**src/rtl/float_e4m3_pkg.sv**
```systemverilog
// Format constants and shared types for the E4M3 arithmetic stages
// (1 sign, 4 exponent bits with bias 7, 3 mantissa bits).
package float_e4m3_pkg;

    localparam int EXP_W = 4;
    localparam int MAN_W = 3;
    localparam int BIAS  = 7;

    localparam logic [6:0] E4M3_MAX_MAG = 7'b1111110;
    localparam logic [7:0] E4M3_NAN     = 8'h7F;

    typedef enum logic [2:0] {
        ST_LOAD,
        ST_MUL0,
        ST_MUL1,
        ST_NORM,
        ST_DONE
    } state_t;

endpackage

```
**src/rtl/e4m3_unpack.sv**
```systemverilog
// Combinational decode of one E4M3 operand into sign, exponent, mantissa with
// hidden bit, and zero/NaN flags. Subnormals are flushed to zero.
module e4m3_unpack
    import float_e4m3_pkg::*;
(
    input  logic [7:0]       value,
    output logic             sign,
    output logic [EXP_W-1:0] exp,
    output logic [MAN_W:0]   mant,
    output logic             is_zero,
    output logic             is_nan
);

    assign sign    = value[7];
    assign exp     = value[6:3];
    assign mant    = {1'b1, value[2:0]};
    assign is_zero = (value[6:3] == '0);
    assign is_nan  = (value[6:0] == 7'h7F);

endmodule

```
**src/rtl/float_multiplier_e4m3.sv**
```systemverilog
// Multi-cycle E4M3 multiplier: one product per reset release, computed with a
// two-step radix-4 mantissa multiply, truncated and saturated to +/-448.
module float_multiplier_e4m3
    import float_e4m3_pkg::*;
(
    input  logic       clock,
    input  logic       reset,
    input  logic [7:0] a,
    input  logic [7:0] b,
    output logic [7:0] y,
    output logic       is_output_valid
);

    logic             a_sign, b_sign, a_zero, b_zero, a_nan, b_nan;
    logic [EXP_W-1:0] a_exp, b_exp;
    logic [MAN_W:0]   a_mant, b_mant;

    e4m3_unpack u_unpack_a (
        .value   (a),
        .sign    (a_sign),
        .exp     (a_exp),
        .mant    (a_mant),
        .is_zero (a_zero),
        .is_nan  (a_nan)
    );

    e4m3_unpack u_unpack_b (
        .value   (b),
        .sign    (b_sign),
        .exp     (b_exp),
        .mant    (b_mant),
        .is_zero (b_zero),
        .is_nan  (b_nan)
    );

    state_t             state;
    logic               sign_r, nan_r, zero_r;
    logic signed [5:0]  exp_r;
    logic [MAN_W:0]     ma_r, mb_r;
    logic [7:0]         acc;

    logic signed [5:0]  exp_sum;
    logic [1:0]         slice;
    logic [7:0]         partial;
    logic signed [5:0]  exp_norm;
    logic [2:0]         man_norm;
    logic [7:0]         y_next;

    assign exp_sum = $signed({2'b00, a_exp}) + $signed({2'b00, b_exp}) - $signed(6'(BIAS));

    // Low radix-4 digit of mb in MUL0, high digit in MUL1.
    assign slice   = (state == ST_MUL0) ? mb_r[1:0] : mb_r[3:2];
    assign partial = {4'b0000, ma_r} * {6'b000000, slice};

    always_comb begin
        exp_norm = acc[7] ? exp_r + 6'sd1 : exp_r;
        man_norm = acc[7] ? acc[6:4] : acc[5:3];
        if (nan_r) begin
            y_next = E4M3_NAN;
        end else if (zero_r || exp_norm <= 6'sd0) begin
            y_next = {sign_r, 7'b0000000};
        end else if (exp_norm > 6'sd15 || (exp_norm == 6'sd15 && man_norm == 3'b111)) begin
            // S.1111.111 is NaN, so the largest finite magnitude is 448.
            y_next = {sign_r, E4M3_MAX_MAG};
        end else begin
            y_next = {sign_r, exp_norm[3:0], man_norm};
        end
    end

    // NOTE: state registers use non-blocking (<=) so every register samples
    // pre-edge values; blocking here would create order-dependent behaviour.
    always_ff @(posedge clock or posedge reset) begin
        if (reset) begin
            state           <= ST_LOAD;
            y               <= 8'h00;
            is_output_valid <= 1'b0;
            sign_r          <= 1'b0;
            nan_r           <= 1'b0;
            zero_r          <= 1'b0;
            exp_r           <= '0;
            ma_r            <= '0;
            mb_r            <= '0;
            acc             <= '0;
        end else begin
            case (state)
                ST_LOAD: begin
                    sign_r <= a_sign ^ b_sign;
                    nan_r  <= a_nan | b_nan;
                    zero_r <= a_zero | b_zero;
                    exp_r  <= exp_sum;
                    ma_r   <= a_mant;
                    mb_r   <= b_mant;
                    acc    <= '0;
                    state  <= ST_MUL0;
                end
                ST_MUL0: begin
                    acc   <= acc + partial;
                    state <= ST_MUL1;
                end
                ST_MUL1: begin
                    acc   <= acc + (partial << 2);
                    state <= ST_NORM;
                end
                ST_NORM: begin
                    y               <= y_next;
                    is_output_valid <= 1'b1;
                    state           <= ST_DONE;
                end
                default: begin
                    state <= ST_DONE;
                end
            endcase
        end
    end

endmodule

```
**config.mk**
```make
export PLATFORM = sky130hd
export DESIGN_NAME = float_multiplier_e4m3
export DESIGN_NICKNAME = d
export VERILOG_FILES = /design/src/rtl/float_e4m3_pkg.sv /design/src/rtl/e4m3_unpack.sv /design/src/rtl/float_multiplier_e4m3.sv
export SDC_FILE = /design/constraint.sdc
export NUM_CORES = 1
export LEC_CHECK = 0
export ABC_AREA = 1
export CAP_MARGIN = 20
export CORE_UTILIZATION = 61
export CTS_BUF_LIST = sky130_fd_sc_hd__clkbuf_16
export CTS_CLUSTER_SIZE = 20
export DETAILED_ROUTE_END_ITERATION = 16
export PLACE_DENSITY = 0.85
export REMOVE_ABC_BUFFERS = 1
export SYNTH_ARGS = -nofsm -noshare
export SYNTH_HDL_FRONTEND = slang
export SYNTH_SLANG_ARGS = --single-unit
export TNS_END_PERCENT = 100
```
**constraint.sdc**
```tcl
create_clock -name clock -period 9 [get_ports clock]
set_input_delay 1.35 -clock clock [delete_from_list [all_inputs] [get_ports clock]]
set_output_delay 1.35 -clock clock [all_outputs]
set_load 0.02 [all_outputs]
```
# Word-level counts from Yosys, hierarchy flattened
# Cells that the tools add are included.
[op_classes] n_addsub=5 multipliers=1 order_cmp=2 eq_ne=7 mux=8 bitwise=3 n_reduce_logical=7
[ops] cell="one-hot mux 8 bit (3 select lines)" n=1
[ops] cell="== test 7 bit (second input constant)" n=2
[ops] cell="2-to-1 mux 7 bit" n=2
[ops] cell="one-hot mux 3 bit (3 select lines)" n=1
[ops] cell="adder 8 x 6 -> 8 bit" n=1
[ops] cell="adder 8 bit" n=1
[ops] cell="logical NOT 4 bit" n=2
[ops] cell="2-to-1 mux 8 bit" n=1
[ops] cell="adder 6 x 2 -> 6 bit (second input constant)" n=1
[ops] cell="== test 3 x 2 -> 1 bit (second input constant)" n=2
[ops] cell="== test 6 x 5 -> 1 bit (second input constant)" n=1
[ops] cell="> comparator 6 x 5 -> 1 bit (second input constant)" n=1
[ops] cell="less-or-equal comparator 6 x 1 -> 1 bit (second input constant)" n=1
[ops] cell="multiplier 4 x 2 -> 6 bit" n=1
[ops] cell="2-to-1 mux 6 bit" n=1
[ops] cell="subtractor 5 x 3 -> 6 bit (second input constant)" n=1
[ops] cell="adder 4 x 4 -> 5 bit" n=1
[ops] cell="== test 3 x 1 -> 1 bit (second input constant)" n=1
[ops] cell="== test 3 bit (second input constant)" n=1
[ops] cell="logical NOT 3 bit" n=1
[ops] cell="2-to-1 mux 3 bit" n=1
[ops] cell="nonzero test 3 bit" n=1
[ops] cell="logical OR 1 bit" n=2
[ops] cell="2-to-1 mux 2 bit" n=1
[ops] cell="other kinds (3)" n=4
[totals] reg_bits=37 inputBits=18

# Depth between registers and ports, before layout
[logic_depth] ltp_word=8 mapped_depth=24

# Hierarchy
# Synthesis repeated with hierarchy kept, for this count alone.
[hier_totals] cells_unflattened=385 hier_area_um2=2772.7
[modules_own_cells] module="float_multiplier_e4m3" instances=1 cells_each=345 area_each_um2=2542.4 seq_area_each_um2=925.9
[modules_own_cells] module="e4m3_unpack" instances=2 cells_each=20 area_each_um2=115.1 seq_area_each_um2=0.0

# Worst setup path before layout
# Ideal clock, no wire load.
[synth_path] path_type="register -> register" startpoint="reg state[1]" endpoint="reg acc[6]" setup_ns=0.124 arrival_ns=2.873 slack_ns=6.002 stages_incl_launch_ff=22 path_buffers=0 cell_sequence="dfrtp_1 -> inv_1 -> nand2_2 -> nor2_4 -> inv_1 -> o21ai_0 -> inv_1 -> nor2_1 -> ha_1 -> inv_1 -> fa_1 -> xnor2_1 -> ha_1 -> a21oi_1 -> nand2_1 -> nand2_1 -> nand2_1 -> nand2_1 -> nand2_1 -> nor2_1 -> nand3b_1 -> nand3_1"
[synth_between] elab_chain_cells=5
[synth_lines] element="start: declaration" line="float_multiplier_e4m3.sv:36" source="state_t state;"
[synth_lines] element="start signal: assignment" line="float_multiplier_e4m3.sv:74" source="state <= ST_LOAD;"
[synth_lines] element="start signal: assignment" line="float_multiplier_e4m3.sv:94" source="state <= ST_MUL0;"
[synth_lines] element="start signal: assignment" line="float_multiplier_e4m3.sv:98" source="state <= ST_MUL1;"
[synth_lines] element="== test 3 x 1 -> 1 bit" line="float_multiplier_e4m3.sv:52, float_multiplier_e4m3.sv:85"
[synth_lines] element="2-to-1 mux 2 bit" line="float_multiplier_e4m3.sv:52" source="assign slice = (state == ST_MUL0) ? mb_r[1:0] : mb_r[3:2];"
[synth_lines] element="multiplier 4 x 2 -> 6 bit" line="float_multiplier_e4m3.sv:53" source="assign partial = {4'b0000, ma_r} * {6'b000000, slice};"
[synth_lines] element="adder 8 bit / adder 8 x 6 -> 8 bit (equally long branches)" line="float_multiplier_e4m3.sv:101, float_multiplier_e4m3.sv:97"
[synth_lines] element="one-hot mux 8 bit (3 select lines)" line="float_multiplier_e4m3.sv:85" source="case (state)"
[synth_lines] element="end signal: assignment" line="float_multiplier_e4m3.sv:97" source="acc <= acc + partial;"
[synth_lines] element="end signal: assignment" line="float_multiplier_e4m3.sv:101" source="acc <= acc + (partial << 2);"
[synth_lines] element="end: declaration" line="float_multiplier_e4m3.sv:40" source="logic [7:0] acc;"
# Several ways; a longest one is shown, not always the timed one.
# A chain may end at the register's enable or synchronous reset.

# Worst setup path in the final report
# Same ends and word-level chain as after synthesis.

==> impl_metrics.py <==
metrics = {
    "timing": {
        "setup_viol": 0,
        "fin_skew_ns": 0.00560,
        "max_freq_mhz": 295,
        "setup_tns_ns": 0,
        "period_needed_ns": 3.39,
        "worstMarginPinSlew_ns": 0.576,
        "slew_viol_final": 0,
        "hold_ws_ns": 0.467,
        "finalHoldViolCount": 0,
        "fin_crit_sh": 0.376,
        "rsz0062_at_grt": "false",
        "relSlewSlack": 0.613,
        "finalWorstSetupSlack_ns": 5.61,
    },
    "synthesis": {
        "synth-edff-count": 0,
        "synth-seq-area-share": 0.352,
        "synth-seq-cells": 36,
        "ys_types": 29,
        "synth_cells": 339,
        "synth_top_area_share": 0.352,
        "netlist_area_um2": 2560,
        "synth_ff_type": "dfrtp_1",
        "yosysTopAreaCell": "dfrtp_1",
        "synthArstFlopShare": 1.00,
        "synth_warnings": 0,
        "synthTopCellsByArea": "dfrtp_1, nand2_1, ha_1, inv_1, o21ai_0",
        "syn_avg_cell_area_um2": 7.55,
    },
    "power_and_ir_drop": {
        "internal_power_mw": 0.394,
        "pwr-share-seq": 0.348,
        "leakage_nw": 1.54,
        "power_switching_mw": 0.229,
        "pwr_density_cell_nw_per_um2": 206,
        "clkPwrFrac": 0.266,
        "swShare": 0.367,
        "ir_drop_uv": 111,
        "power.total_mw": 0.622,
        "combinationalPowerShare": 0.386,
    },
    "floorplan": {
        "num_io_pins": 27,
        "die-area_um2": 4460,
        "die_y_um": 66.8,
        "core_um2": 4000,
        "die_x_um": 66.8,
        "start_util": 0.640,
        "rows": 23,
    },
    "clocking": {
        "clkSinkCount": 36,
        "clk_latency_ns": 0.28,
        "clockBufferDepth": 2,
        "cts_setup_buffers": 0,
        "numCtsBuffers": 5,
        "cts_hold_buf": 0,
        "htree_levels": 2,
        "root_buffer": "clkbuf_16",
        "clk_pin_slew_ns": 0.06,
        "ctsResizeCount": 0,
        "cts_tree": "built",
    },
    "outcome": {
        "status": "complete, no violations",
    },
    "hold_path": {
        "holdPathStages": 1,
        "hold_path_end": "is_output_valid",
        "hold_path_startpoint": "is_output_valid",
        "hold_class": "register to register",
    },
    "grt": {
        "grt_max_degree": 37,
        "antenna_found_initial": 0,
        "grt.overflow.total": 0,
        "track_usage": 0.275,
        "grt_pass1_wl_mm": 9.10,
        "grt_pass1_vias": 2085,
    },
    "placement": {
        "dp_hpwl_mm": 4.06,
        "dp_worst_setup_slack_ns": 5.65,
        "io_buffers": 26,
        "gp_congestion": 0.915,
    },
    "setup_path": {
        "arrival_ns": 3.55,
        "crit_type": "register to register",
        "r2r_cells": 21,
        "r2r_start": "state[1]",
        "worstReg2RegEnd": "acc[6]",
        "cp-start-kind": "register",
        "required_ns": 9.17,
        "r2r_slack_ns": 5.61,
        "cp-end-kind": "register",
        "crit_fanout": 8,
    },
    "routing": {
        "ant_nets": 0,
        "wl_mm": 5.21,
        "first_pass_iters": 4,
        "drt-wirelength-per-cell_um": 12.4,
        "first_iter_violations": 182,
        "drc": 0,
        "num_vias": 2233,
        "detail_route.vias_per_cell": 5.30,
    },
    "cells_and_area": {
        "drive_gt1_frac": 0.0701,
        "syn_to_final_growth_pct": 17.8,
        "nets": 414,
        "diodes": 0,
    },
    "flow_run": {
        "cap_violations": 0,
    },
}
## metal layers
layer / vias to the layer above / routed length (um) / global-route usage
met5: - / 0 / 0
li1: 1160 / - / -
met1: 1011 / 2300 / 0.354
met4: 0 / 84 / 0.0904
met2: 53 / 2600 / 0.455
met3: 9 / 220 / 0.0599
## final cells by class
| class | instances | area, um^2 |
|---|---|---|
| flip-flops and latches | 36 | 901 |
| fillers | 311 | 986 |
| inverters | 52 | 196 |
| multi-input cells | 247 | 1440 |
| well taps | 50 | 62.6 |
| clock buffers | 5 | 125 |
| clock inverters | 3 | 15.0 |
| repair buffers | 28 | 275 |
## kinds of logic (layout without fill, tap and decap cells)
| logic type | count (synthesis) | count (layout) | share of synthesized area |
|---|---|---|---|
| buffers and inverters | 56 | 88 | 0.0856 |
| and+or+nand+nor | 162 | 162 | 0.285 |
| DFF | 36 | 36 | 0.352 |
| adders and majority gates | 26 | 26 | 0.139 |
| AOI/OAI and AO/OA | 49 | 49 | 0.104 |
| xor gates and xnor gates | 10 | 10 | 0.0342 |
## state kept, by name, summed over array words and instances, names as in the netlist, 3 cells and up
signal / count
y: 8
ma_r: 4
acc: 8
mb_r: 3
exp_r: 6
state: 3
## through the flow
| step | area [um^2] | cells | util |
|---|---|---|---|
| after global routing | 3010 | 421 | 0.754 |
| final | 3010 | 421 | 0.754 |
| after CTS | 3010 | 420 | 0.752 |
| after detailed placement | 2870 | 412 | 0.717 |
| after floorplan | 2540 | 335 | - |
| after global placement | 2870 | 412 | 0.717 |
## worst max-delay path, cell delays in order, from the launching register on
cell	delay [ns]
dfrtp_1	0.36
inv_1	0.14
nand2_2	0.13
nor2_4	0.20
inv_1	0.15
o21ai_0	0.17
inv_1	0.09
nor2_1	0.10
ha_1	0.17
inv_1	0.05
fa_1	0.40
xnor2_1	0.27
ha_1	0.32
a21oi_1	0.16
nand2_1	0.08
nand2_1	0.08
nand2_1	0.05
nand2_1	0.05
nand2_1	0.06
nor2_1	0.07
nand3b_1	0.10
nand3_1	0.06
## power by group through the flow
stage | combinational, mW | sequential (mW) | clock [mW]
2_1_floorplan | 0.160 | 0.227 | 0
3_3_place_gp | 0.234 | 0.218 | 0
3_5_place_dp | 0.238 | 0.219 | 0
4_1_cts | 0.240 | 0.217 | 0.168
5_1_grt | 0.273 | 0.222 | 0.175
6_report | 0.240 | 0.217 | 0.166
## layout by cell type, fill, tap and decap left out, drive strengths merged, types with 2 or more instances in the layout
master and n:
dfrtp 36, nor3 3, or2 5, clkbuf 5, xnor2 5, ha 22, nand3 20, nor2 32
nand2 93, nand4 6, xor2 5, nor4 2, fa 4, clkinv 2, o211ai 2, a21oi 17
o21ai 24, a31oi 2, inv 52, clkdlybuf4s50 26, buf 2, a22o 2
## worst max path at each step
stage	start	endpoint	slack [ns]
4_1_cts	state[1]	acc[6]	5.65
3_3_place_gp	b[4]	exp_r[3]	5.68
3_5_place_dp	state[1]	acc[6]	5.65
2_1_floorplan	state[1]	acc[6]	6.00
6_report	state[1]	acc[6]	5.61
5_1_grt	state[1]	acc[6]	5.29
## synth_stat cells, drive strengths merged, types with 5 or more instances
library cell	instances
nand2	93
inv	51
dfrtp	36
nor2	32
o21ai	24
ha	22
nand3	20
a21oi	17
nand4	6
or2	5
xnor2	5
xor2	5
Note: power is estimated with default switching activity, not from simulation.
